`src/rtl/iir_cascade_sequencer.sv`:
```
// Cascade of first-order IIR sections sharing one fixed-point multiplier.
// Holds the coefficient file and per-section (x1, y1) history; samples enter/leave via valid/ready.
module iir_cascade_sequencer #(
  parameter int NUM_SECT = 3,
  parameter int DW       = 16,
  parameter int FRAC     = 11
) (
  input  logic          clk,
  input  logic          reset,
  input  logic          cfg_we,
  input  logic [7:0]    cfg_addr,
  input  logic [DW-1:0] cfg_wdata,
  output logic [DW-1:0] cfg_rdata,
  output logic          cfg_err,
  input  logic          in_valid,
  output logic          in_ready,
  input  logic [DW-1:0] in_data,
  output logic          out_valid,
  input  logic          out_ready,
  output logic [DW-1:0] out_data,
  output logic          busy
);

  localparam int KW      = (NUM_SECT > 1) ? $clog2(NUM_SECT) : 1;
  localparam int B1_BASE = 16;

  typedef enum logic [2:0] {IDLE, MUL0, MUL1, MUL2, UPD, DONE} state_t;

  state_t state_reg, state_next;

  logic [DW-1:0] a0_arr [NUM_SECT];
  logic [DW-1:0] a1_arr [NUM_SECT];
  logic [DW-1:0] b1_arr [NUM_SECT];
  logic [DW-1:0] x1_arr [NUM_SECT];
  logic [DW-1:0] y1_arr [NUM_SECT];

  logic [DW-1:0]   cur_reg;
  logic [DW-1:0]   acc_reg;
  logic [DW-1:0]   out_data_reg;
  logic [KW-1:0]   k_reg;
  logic            out_valid_reg;
  logic            cfg_err_reg;
  logic            in_ready_reg;

  logic            accept;
  logic            last_sect;
  logic            cfg_ok;
  logic            addr_mapped;
  logic [DW-1:0]   mul_a;
  logic [DW-1:0]   mul_b;
  logic [2*DW-1:0] prod_full;
  logic [DW-1:0]   prod_slice;
  logic            prod_unused;

  assign accept    = in_valid & in_ready_reg;
  assign last_sect = (k_reg == KW'(NUM_SECT - 1));
  assign cfg_ok    = cfg_we & (state_reg == IDLE);

  // Per-section coefficient and history registers.
  genvar gi;
  generate
    for (gi = 0; gi < NUM_SECT; gi++) begin : g_sect
      localparam logic [7:0] A0_ADDR = 8'(2 * gi);
      localparam logic [7:0] A1_ADDR = 8'(2 * gi + 1);
      localparam logic [7:0] B1_ADDR = 8'(B1_BASE + gi);

      logic [DW-1:0] a0_reg, a1_reg, b1_reg, x1_reg, y1_reg;
      logic          hist_en;

      assign hist_en = (state_reg == UPD) && (k_reg == KW'(gi));

      always_ff @(posedge clk) begin
        if (!reset) begin
          a0_reg <= '0;
          a1_reg <= '0;
          b1_reg <= '0;
          x1_reg <= '0;
          y1_reg <= '0;
        end else begin
          if (cfg_ok && (cfg_addr == A0_ADDR)) a0_reg <= cfg_wdata;
          if (cfg_ok && (cfg_addr == A1_ADDR)) a1_reg <= cfg_wdata;
          if (cfg_ok && (cfg_addr == B1_ADDR)) b1_reg <= cfg_wdata;
          if (hist_en) begin
            x1_reg <= cur_reg;
            y1_reg <= acc_reg;
          end
        end
      end

      assign a0_arr[gi] = a0_reg;
      assign a1_arr[gi] = a1_reg;
      assign b1_arr[gi] = b1_reg;
      assign x1_arr[gi] = x1_reg;
      assign y1_arr[gi] = y1_reg;
    end
  endgenerate

  always_comb begin
    cfg_rdata   = '0;
    addr_mapped = 1'b0;
    for (int i = 0; i < NUM_SECT; i++) begin
      if (cfg_addr == 8'(2 * i)) begin
        cfg_rdata   = a0_arr[i];
        addr_mapped = 1'b1;
      end
      if (cfg_addr == 8'(2 * i + 1)) begin
        cfg_rdata   = a1_arr[i];
        addr_mapped = 1'b1;
      end
      if (cfg_addr == 8'(B1_BASE + i)) begin
        cfg_rdata   = b1_arr[i];
        addr_mapped = 1'b1;
      end
    end
  end

  // The single shared multiplier; operands are selected by the current phase.
  always_comb begin
    mul_a = '0;
    mul_b = '0;
    case (state_reg)
      MUL0: begin
        mul_a = a0_arr[k_reg];
        mul_b = cur_reg;
      end
      MUL1: begin
        mul_a = a1_arr[k_reg];
        mul_b = x1_arr[k_reg];
      end
      MUL2: begin
        mul_a = b1_arr[k_reg];
        mul_b = y1_arr[k_reg];
      end
      default: begin
        mul_a = '0;
        mul_b = '0;
      end
    endcase
  end

  assign prod_full   = {{DW{1'b0}}, mul_a} * {{DW{1'b0}}, mul_b};
  assign prod_slice  = prod_full[FRAC+DW-1:FRAC];
  assign prod_unused = ^{prod_full[2*DW-1:FRAC+DW], prod_full[FRAC-1:0]};

  always_comb begin
    state_next = state_reg;
    case (state_reg)
      IDLE:    if (accept) state_next = MUL0;
      MUL0:    state_next = MUL1;
      MUL1:    state_next = MUL2;
      MUL2:    state_next = UPD;
      UPD:     state_next = last_sect ? DONE : MUL0;
      DONE:    if (out_ready) state_next = IDLE;
      default: state_next = IDLE;
    endcase
  end

  always_ff @(posedge clk) begin
    if (!reset) begin
      state_reg    <= IDLE;
      in_ready_reg <= 1'b0;
      cfg_err_reg  <= 1'b0;
    end else begin
      state_reg    <= state_next;
      in_ready_reg <= (state_next == IDLE);
      cfg_err_reg  <= cfg_we & ~(cfg_ok & addr_mapped);
    end
  end

  always_ff @(posedge clk) begin
    if (!reset) begin
      cur_reg       <= '0;
      acc_reg       <= '0;
      k_reg         <= '0;
      out_data_reg  <= '0;
      out_valid_reg <= 1'b0;
    end else begin
      case (state_reg)
        IDLE: begin
          if (accept) begin
            cur_reg <= in_data;
            k_reg   <= '0;
          end
        end
        MUL0: acc_reg <= prod_slice;
        MUL1: acc_reg <= acc_reg + prod_slice;
        MUL2: acc_reg <= acc_reg - prod_slice;
        UPD: begin
          cur_reg <= acc_reg;
          if (last_sect) begin
            out_data_reg  <= acc_reg;
            out_valid_reg <= 1'b1;
          end else begin
            k_reg <= k_reg + KW'(1);
          end
        end
        DONE: begin
          if (out_ready) out_valid_reg <= 1'b0;
        end
        default: begin
          out_valid_reg <= 1'b0;
        end
      endcase
    end
  end

  assign in_ready  = in_ready_reg;
  assign out_valid = out_valid_reg;
  assign out_data  = out_data_reg;
  assign cfg_err   = cfg_err_reg;
  assign busy      = (state_reg != IDLE);

endmodule

```
`config.mk`:
```
export PLATFORM = sky130hd
export DESIGN_NAME = iir_cascade_sequencer
export DESIGN_NICKNAME = d
export VERILOG_FILES = /design/src/rtl/iir_cascade_sequencer.sv
export SDC_FILE = /design/constraint.sdc
export NUM_CORES = 1
export LEC_CHECK = 0
export BUFFER_PORTS_ARGS = -buffer_cell sky130_fd_sc_hd__buf_4
export CAP_MARGIN = 10
export CORE_MARGIN = 2
export CORE_UTILIZATION = 57
export CTS_CLUSTER_DIAMETER = 30
export DETAILED_ROUTE_END_ITERATION = 10
export GPL_TIMING_DRIVEN = 0
export PLACE_DENSITY_LB_ADDON = 0.05
export REMOVE_ABC_BUFFERS = 1
export SKIP_LAST_GASP = 1
export SYNTH_ARGS = -nofsm -noshare
export SYNTH_HDL_FRONTEND = slang
export SYNTH_SLANG_ARGS = --single-unit
```
`constraint.sdc`:
```
create_clock -name clk -period 13.5 [get_ports clk]
set_input_delay 2.025 -clock clk [delete_from_list [all_inputs] [get_ports clk]]
set_output_delay 2.025 -clock clk [all_outputs]
set_load 0.01 [all_outputs]
```
# ---- Yosys cells after proc, flatten, opt, wreduce, memory -nomap -nowiden
# Index checks and enable logic that the tools add are counted.
dict set report word_totals {
  regBits 296
  inputBits 45
  out_inout_bits 36
  elab_cells 126
}
dict set report op_classes {
  add_sub_neg 3
  mul 1
  magnitude_cmp 1
  eq_ne 19
  mux 48
  n_bitwise 7
  reduce_logical 24
}
# cell count
set op_table {}
lappend op_table {{$mux W16} 20}
lappend op_table {{$bmux W16 S2} 5}
lappend op_table {{$pmux W16 S3} 3}
lappend op_table {{$pmux W16 S2} 1}
lappend op_table {{$mul A16 B16 Y27} 1}
lappend op_table {{$eq A8 B5 Y1 const B} 3}
lappend op_table {{$pmux W3 S6} 1}
lappend op_table {{$add A16 B16 Y16} 1}
lappend op_table {{$eq A8 B2 Y1 const B} 2}
lappend op_table {{$eq A8 B3 Y1 const B} 2}
lappend op_table {{$sub A16 B16 Y16} 1}
lappend op_table {{$logic_and A1 B1 Y1} 12}
lappend op_table {{$mux W1} 11}
lappend op_table {{$mux W3} 3}
lappend op_table {{$eq A8 B1 Y1 const B} 1}
lappend op_table {{$logic_not A8 Y1} 1}
lappend op_table {{$ne A2 B2 Y1 const B} 4}
lappend op_table {{$eq A3 B2 Y1 const B} 2}
lappend op_table {{$eq A3 B3 Y1 const B} 2}
lappend op_table {{$logic_not A3 Y1} 2}
lappend op_table {{$reduce_and A3 Y1} 2}
lappend op_table {{$reduce_bool A3 Y1} 2}
lappend op_table {{$and A1 B1 Y1} 4}
lappend op_table {{$mux W2} 2}
lappend op_table {{13 further kinds} 15}

# ---- Logic depth before layout (Yosys ltp)
# Gate-level depths: netlist of run 1.
dict set report logic_depth {
  word_depth 13
  depth_mapped 45
  mapped_depth_nobuf 41
}

# ---- Worst setup path after synthesis of run 1
# No wires, ideal clock.
dict set report synth_timing {
  path_kind {reg-to-reg}
  from {reg k_reg[1]}
  to {reg acc_reg[15]}
  setup_time_ps 129
  t_arrival_ps 11741
  t_required_ps 13371
  setup_slack_ps 1630
  path_stages_with_launch 41
  n_path_buf 6
  path_cell_list {dfxtp_1 -> buf_2 -> buf_2 -> buf_1 -> buf_1 -> clkbuf_1 -> mux4_2 -> a22oi_1 -> nor2_1 -> a221oi_1 -> nor2_1 -> fa_1 -> inv_1 -> fa_1 -> fa_1 -> fa_1 -> inv_1 -> fa_1 -> [... 5 more ...] -> a221o_1 -> or2_2 -> buf_1 -> o211a_1 -> or3_1 -> a211o_1 -> or2_2 -> o31ai_1 -> xnor2_1 -> ha_1 -> o2111ai_1 -> a31oi_1 -> a21oi_1 -> o311ai_0 -> a21oi_1 -> and4_1 -> o31ai_1 -> nand3_1}
}
dict set report synth_via {
  elab_chain_cells 8
  word_cells_on_any_way 22
}
# item line
set synth_rtl {}
lappend synth_rtl {{start, declared} 40} ;# logic [KW-1:0] k_reg;
lappend synth_rtl {{start signal, assigned} 194} ;# k_reg <= k_reg + KW'(1);
lappend synth_rtl {{$not A2 Y3 (implied by the code) *} n/a}
lappend synth_rtl {{$bmux W16 S2 (on tied branches)} n/a}
lappend synth_rtl {{$mux W16 (on tied branches) (2 in series)} n/a}
lappend synth_rtl {{$pmux W16 S3} 121} ;# case (state_reg)
lappend synth_rtl {{$mul A16 B16 Y27 *} 141} ;# assign prod_full = {{DW{1'b0}}, mul_a} * {{DW{1'b0}}, mul_b};
lappend synth_rtl {{$sub A16 B16 Y16 or $add A16 B16 Y16 (tied branches)} {187, 186}}
lappend synth_rtl {{$pmux W16 S3 *} 178} ;# case (state_reg)
lappend synth_rtl {{end signal, assigned} 185} ;# MUL0: acc_reg <= prod_slice;
lappend synth_rtl {{end signal, assigned} 186} ;# MUL1: acc_reg <= acc_reg + prod_slice;
lappend synth_rtl {{end signal, assigned} 187} ;# MUL2: acc_reg <= acc_reg - prod_slice;
lappend synth_rtl {{end, declared} 38} ;# logic [DW-1:0] acc_reg;
# Every way passes the cells marked *; elsewhere a longest branch is shown, timed or not. The select of a mux whose other input is x is not followed.
# A chain may end at the register's enable or synchronous reset.

# ---- Worst setup path in the final report of run 1
dict set report layout_timing {
  from {reg state_reg[1]}
  to {reg acc_reg[15]}
}
dict set report layout_via {
  elab_chain_cells 5
  word_cells_on_any_way 10
}
# item line
set layout_rtl {}
lappend layout_rtl {{start, declared} 29} ;# state_t state_reg, state_next;
lappend layout_rtl {{start signal, assigned} 164} ;# state_reg <= state_next;
lappend layout_rtl {{$eq A3 B2 Y1 or $eq A3 B1 Y1 (tied branches)} {121, 178}}
lappend layout_rtl {{$pmux W16 S3} 121}
lappend layout_rtl {{$mul A16 B16 Y27} 141}
lappend layout_rtl {{$sub A16 B16 Y16 or $add A16 B16 Y16 (tied branches)} {187, 186}}
lappend layout_rtl {{$pmux W16 S3} 178}
# Several ways; a longest one is shown, not always the timed one.

==> qor.csv, run 1 <==
metric,value,unit
Initial DRC Count,2061,
CTS Buf Count,71,
Rel. slew slack,0.0694,
Syn Area/Cell,7.98,µm²
Worst Hold End,g_sect[1].x1_reg[1],
via/cell ratio,6.16,
IO buf count,80,
Slew Limit Fails,0,
Post-DP HPWL,49.7,mm
R2R Path End,acc_reg[15],
final net count,3094,
period utilization,0.943,
first-pass GRT wire length,112,mm
largest net degree at the start of global routing,102,
met3 global-route usage,0.0990,
Post-synth EDFFs,0,
Layout area overhead,17.6,%
initial antenna violation count,1,
DRC viols,0,
Yosys reg bits,280,
synth warn,0,
post-route cell area,25700,µm²
cell depth of the worst min-delay path,2,
Initial Util,0.580,
global route total overflow,0,
status,"complete, no violations",
Pleak,0.0101,µW
most numerous cell in the Yosys netlist,nand2_1,
drt wl/cell,21.3,µm
clock root cell,clkbuf_16,
CTS tree,built,
vias,20600,
Tot GR Track Use,0.366,
Antenna Nets Post-Route,0,
post-synthesis cell type count,71,
Critical Path AT,13190,ps
Core Region,37700,µm²
gpl congestion,0.909,
Die Width,200,µm
maximum VDD drop,0.143,mV
GR Util met1,0.498,
clock sinks,280,
dpl ws,998,ps
worst slew pin tran,1390,ps
endpoint class of the critical path,flop,
CTS Buffer Depth,3,
Design Power,3140,µW
post-CTS setup buffers,0,
worst-path fanout max,25,
Mapped Area,21800,µm²
reg2reg start,state_reg[1],
Core Rows,71,
number of I/O pins,81,
WL final,71.2,mm
"slowest stage delay, CP",1220,ps
highest clock rate,78.5,MHz
dpl cell area,23200,µm²
die height,200,µm
"Seq/Total Area, Yosys",0.257,
vias in the first global route,20200,
Worst Reg-to-Reg Cells,32,
CTS H-tree lvls,3,
PnR worst setup slack,764,ps
GRT met2 Usage,0.561,
synth top area cells,"dfxtp_1 (26%), fa_1 (17%), nand2_1 (12%)",
worst hold margin,452,ps
grt peak-use layer,met2,
Power Dens Cells,122,nW/µm²
"Clk pin slew, worst setup/hold paths",50,ps
ys async rst share,0,
Worst EP required,13950,ps
clock latency at the later pin of the worst-skew pair,590,ps
main flop type after synthesis,dfxtp_1,
Fillers,3121,
clk_skew,22.2,ps
Synth area leader,dfxtp_1,
Max-Cap Viols,0,
RSZ-0062 raised after global routing,false,
Final min period,12740,ps
hold buffer count at cts,0,
multi-input logic area,14800,µm²
critical path class,flop to flop,
share of layout cells above drive strength 1,0.125,
DR pass1 iterations,9,
post_cts resized,0,
Storage cell area,5620,µm²
Worst Setup Start Kind,flop,
Syn Inst Count,2739,
final setup fails,0,
"Slowest-stage cell, CP",nand4bb_1,
Reg2Reg Setup Slack,760,ps
Synth top cells by count,"nand2_1 (686), a21oi_1 (301), dfxtp_1 (280)",
Die ar.,39900,µm²
cell mode on critical path,fa_1,
Worst Hold Class,flop to flop,
Hold Crit Start,g_sect[1].x1_reg[1],
Final Hold Vio Count,0,
Synth top area share,0.257,
-- per-stage QoR --
stage	TNS, ps	cells	utilization
after floorplan	0	2567	-
after global placement	-55900	3158	0.596
after detailed placement	0	3205	0.616
after CTS	0	3335	0.681
after global routing	0	3338	0.682
final	0	3338	0.682
-- logic make-up after synthesis --
| family | count (synthesis) | share of synthesized area |
|---|---|---|
| AO/OA/AOI/OAI | 586 | 0.172 |
| XOR/XNOR | 41 | 0.0164 |
| adder cells (fa/ha/maj) | 280 | 0.224 |
| buffers and inverters | 418 | 0.0722 |
| flip-flops | 280 | 0.257 |
| multiplexers | 107 | 0.0657 |
| AND/OR/NAND/NOR | 1027 | 0.193 |
-- worst max-delay path, delay by kind of cell, from the launching register on --
family / cells / cell delay, ps
fa+ha+maj: 8 / 3760
xor+xnor: 1 / 120
buf+inv: 4 / 490
flops: 1 / 1030
compound gates: 11 / 4300
simple gates: 8 / 2910
-- layout by cell type (no fill, tap or decap), types with 13 or more instances in the layout --
| master | Yosys | layout |
|---|---|---|
| nand2_1 | 686 | 686 |
| a21oi_1 | 301 | 301 |
| dfxtp_1 | 280 | 276 |
| inv_1 | 246 | 245 |
| nor2_1 | 197 | 191 |
| fa_1 | 186 | 186 |
| ha_1 | 94 | 94 |
| buf_4 | 0 | 87 |
| clkbuf_16 | 0 | 73 |
| mux2i_1 | 50 | 50 |
| a22oi_1 | 42 | 42 |
| o21ai_0 | 37 | 37 |
| nor3_1 | 44 | 36 |
| mux2_2 | 31 | 31 |
| xnor2_1 | 31 | 31 |
| mux4_2 | 26 | 26 |
| a21o_1 | 23 | 23 |
| o211ai_1 | 22 | 22 |
| a221o_1 | 22 | 22 |
| and3_1 | 20 | 20 |
| a221oi_1 | 19 | 14 |
| a222oi_1 | 14 | 14 |
| a211oi_1 | 14 | 14 |
| clkinv_2 | 0 | 14 |
| buf_2 | 7 | 13 |
-- how the worst max path moves through the flow --
| stage | start | end | slack (ps) |
|---|---|---|---|
| 2_1_floorplan | state_reg[0] | acc_reg[15] | 490 |
| 3_3_place_gp | state_reg[0] | acc_reg[15] | -4960 |
| 3_5_place_dp | state_reg[1] | acc_reg[15] | 1000 |
| 6_report | state_reg[1] | acc_reg[15] | 760 |
| 4_1_cts | state_reg[1] | acc_reg[15] | 910 |
| 5_1_grt | state_reg[1] | acc_reg[15] | 250 |
-- where the power goes --
part / internal [µW] / switching, µW
combinational: 188 / 300
sequential: 858 / 75.5
clock: 1170 / 552
-- routing by layer --
layer	part of all wire	vias to the layer above
li1	-	9276
met2	0.45	1124
met3	0.11	194
met5	0	-
met1	0.41	9961
met4	0.032	0
-- layout make-up --
class,count,share of cell area
Clock buffer,88,0.0760
Timing Repair Buffer,129,0.0494
Multi-Input combinational cell,2041,0.576
Sequential cell,280,0.218
Inverter,246,0.0362
Antenna cell,1,0.0000974
Tap cell,511,0.0249
Clock inverter,42,0.0189
Power figures use the tool's default switching activity.
==> run 2, diff against run 1 <==
- CTS_BUF_LIST: unset -> sky130_fd_sc_hd__clkbuf_4 sky130_fd_sc_hd__clkbuf_8
==> run 2 against run 1 <==
  * Utilization down 2.0 points
  * Critical path depth up 1
  * Via count down 1.0%
  * Power down 16%
  * Flip-flop and latch count unchanged
  * Sequential share of layout area up 0.67 points
  * Global-route usage down 0.67 points
  * Die area unchanged
  * Combinational power about the same
  * First-iteration DRC count down 0.82%
  * Routed wire length down 1.8%
  * Clock-buffer cell count up 3
==> qor.csv, run 2 (same netlist as run 1, synthesis figures left out) <==
metric,value,unit,change
die height,200,µm,unchanged
worst-path fanout max,25,,unchanged
clock root cell,clkbuf_8,,
via/cell ratio,6.09,,-1.0%
Die Width,200,µm,unchanged
Slew Limit Fails,0,,unchanged
CTS tree,built,,
dpl ws,998,ps,unchanged
Final min period,12880,ps,+144 ps
vias in the first global route,20000,,-0.85%
Initial Util,0.580,,unchanged
global route total overflow,0,,unchanged
first-pass GRT wire length,110,mm,-1.7%
worst slew pin tran,1400,ps,+7.34 ps
"Slowest-stage cell, CP",nand4bb_1,,
initial antenna violation count,1,,unchanged
Initial DRC Count,2044,,-0.82%
DRC viols,0,,unchanged
CTS H-tree lvls,3,,unchanged
drt wl/cell,20.9,µm,-1.8%
clock sinks,280,,unchanged
clk_skew,25.0,ps,+2.77 ps
Tot GR Track Use,0.359,,-0.00666
share of layout cells above drive strength 1,0.128,,+0.00314
Worst Hold Class,flop to flop,,
highest clock rate,77.6,MHz,-1.1%
IO buf count,80,,unchanged
WL final,69.9,mm,-1.8%
"slowest stage delay, CP",1270,ps,+50 ps
Critical Path AT,13370,ps,+180 ps
"Clk pin slew, worst setup/hold paths",60,ps,about the same
PnR worst setup slack,619,ps,-144 ps
number of I/O pins,81,,unchanged
vias,20300,,-1.0%
largest net degree at the start of global routing,102,,unchanged
Pleak,0.00975,µW,-3.4%
cell mode on critical path,fa_1,,
"commonest non-fill, non-tap cells in the layout","nand2_1 (686), a21oi_1 (301), dfxtp_1 (276)",,
Worst EP required,13990,ps,+40 ps
Post-DP HPWL,49.7,mm,unchanged
Antenna Nets Post-Route,0,,unchanged
gpl congestion,0.909,,unchanged
post-CTS setup buffers,0,,unchanged
CTS Buf Count,72,,+1.4%
Power Dens Cells,106,nW/µm²,-13%
Layout area overhead,14.1,%,
Post-Layout Cell Count,3339,,+0.030%
endpoint class of the critical path,flop,,
"commonest non-fill, non-tap cell in the layout",nand2_1,,
period utilization,0.954,,+0.0107
Die ar.,39900,µm²,unchanged
CTS Buffer Depth,3,,unchanged
RSZ-0062 raised after global routing,false,,
hold buffer count at cts,0,,unchanged
DR pass1 iterations,8,,-1
final net count,3095,,+0.032%
Final Hold Vio Count,0,,unchanged
clock latency at the later pin of the worst-skew pair,630,ps,+40 ps
post_cts resized,0,,unchanged
maximum VDD drop,0.140,mV,-2.1%
Core Rows,71,,unchanged
Placed Cells incl. Taps,3205,,unchanged
Core Region,37700,µm²,unchanged
Rel. slew slack,0.0661,,-0.00339
status,"complete, no violations",,
Worst Setup Start Kind,flop,,
critical path class,flop to flop,,
final setup fails,0,,unchanged
Max-Cap Viols,0,,unchanged
## run 2: changes by cell type in the layout (fill, tap and decap cells not counted), sizes merged
cell / previous run / this run
bufinv: 7 / 9
clkbuf: 88 / 91
clkinv: 21 / 18
clkinvlp: 7 / 10
inv: 253 / 249
## run 2: critical path, delay by kind of cell, from the launching register on
kind                     cells  cell delay (ps)
AO/OA/AOI/OAI               13             4650
adder cells (fa/ha/maj)      8             3730
AND/OR/NAND/NOR              6             2230
flip-flops                   1             1050
XOR/XNOR                     2              570
buffers and inverters        4              480
## run 2: power breakdown
group	switching [µW]	leakage [µW]	total [µW]	internal [µW]
combinational	301	0.00664	489	188
sequential	74.5	0.00226	930	856
clock	458	0.000846	1220	764
total	833	0.00975	2640	1810
## run 2: layer usage
metal  share of wire  vias up  track usage
met5               0        -            0
met4           0.035        0        0.133
met3            0.12      196       0.0907
met2            0.44     1044        0.548
met1            0.41     9848        0.494
li1                -     9261            -
## run 2: through the flow
| step | hold WS [ps] | setup TNS [ps] | utilization | area, µm² | total power [µW] |
|---|---|---|---|---|---|
| 2_1_floorplan | 433 | 0 | - | 21200 | 1240 |
| 3_3_place_gp | 439 | -55900 | 0.596 | 22400 | 1400 |
| 3_5_place_dp | 446 | 0 | 0.616 | 23200 | 1420 |
| 4_1_cts | 454 | 0 | 0.661 | 24900 | 2630 |
| 5_1_grt | 467 | 0 | 0.662 | 24900 | 2740 |
| 6_report | 453 | 0 | 0.662 | 24900 | 2640 |
## run 2: cell type report
cell class	count	area, µm²
inverter	246	931
antenna	1	2.50
fill	3237	12700
tap	511	639
multi-input combinational	2041	14800
sequential	280	5620
clock inverter	40	479
timing repair buffer	129	1270
clock buffer	91	1200
## run 2: path summary, 6_finish.rpt
check	cells past startpoint	slack [ps]	to	start
setup / recovery	33	620	acc_reg[15]	state_reg[1]
hold / removal	2	450	g_sect[1].x1_reg[1]	g_sect[1].x1_reg[1]
setup reg to reg	33	620	acc_reg[15]	state_reg[1]
hold reg to reg	2	450	g_sect[1].x1_reg[1]	g_sect[1].x1_reg[1]
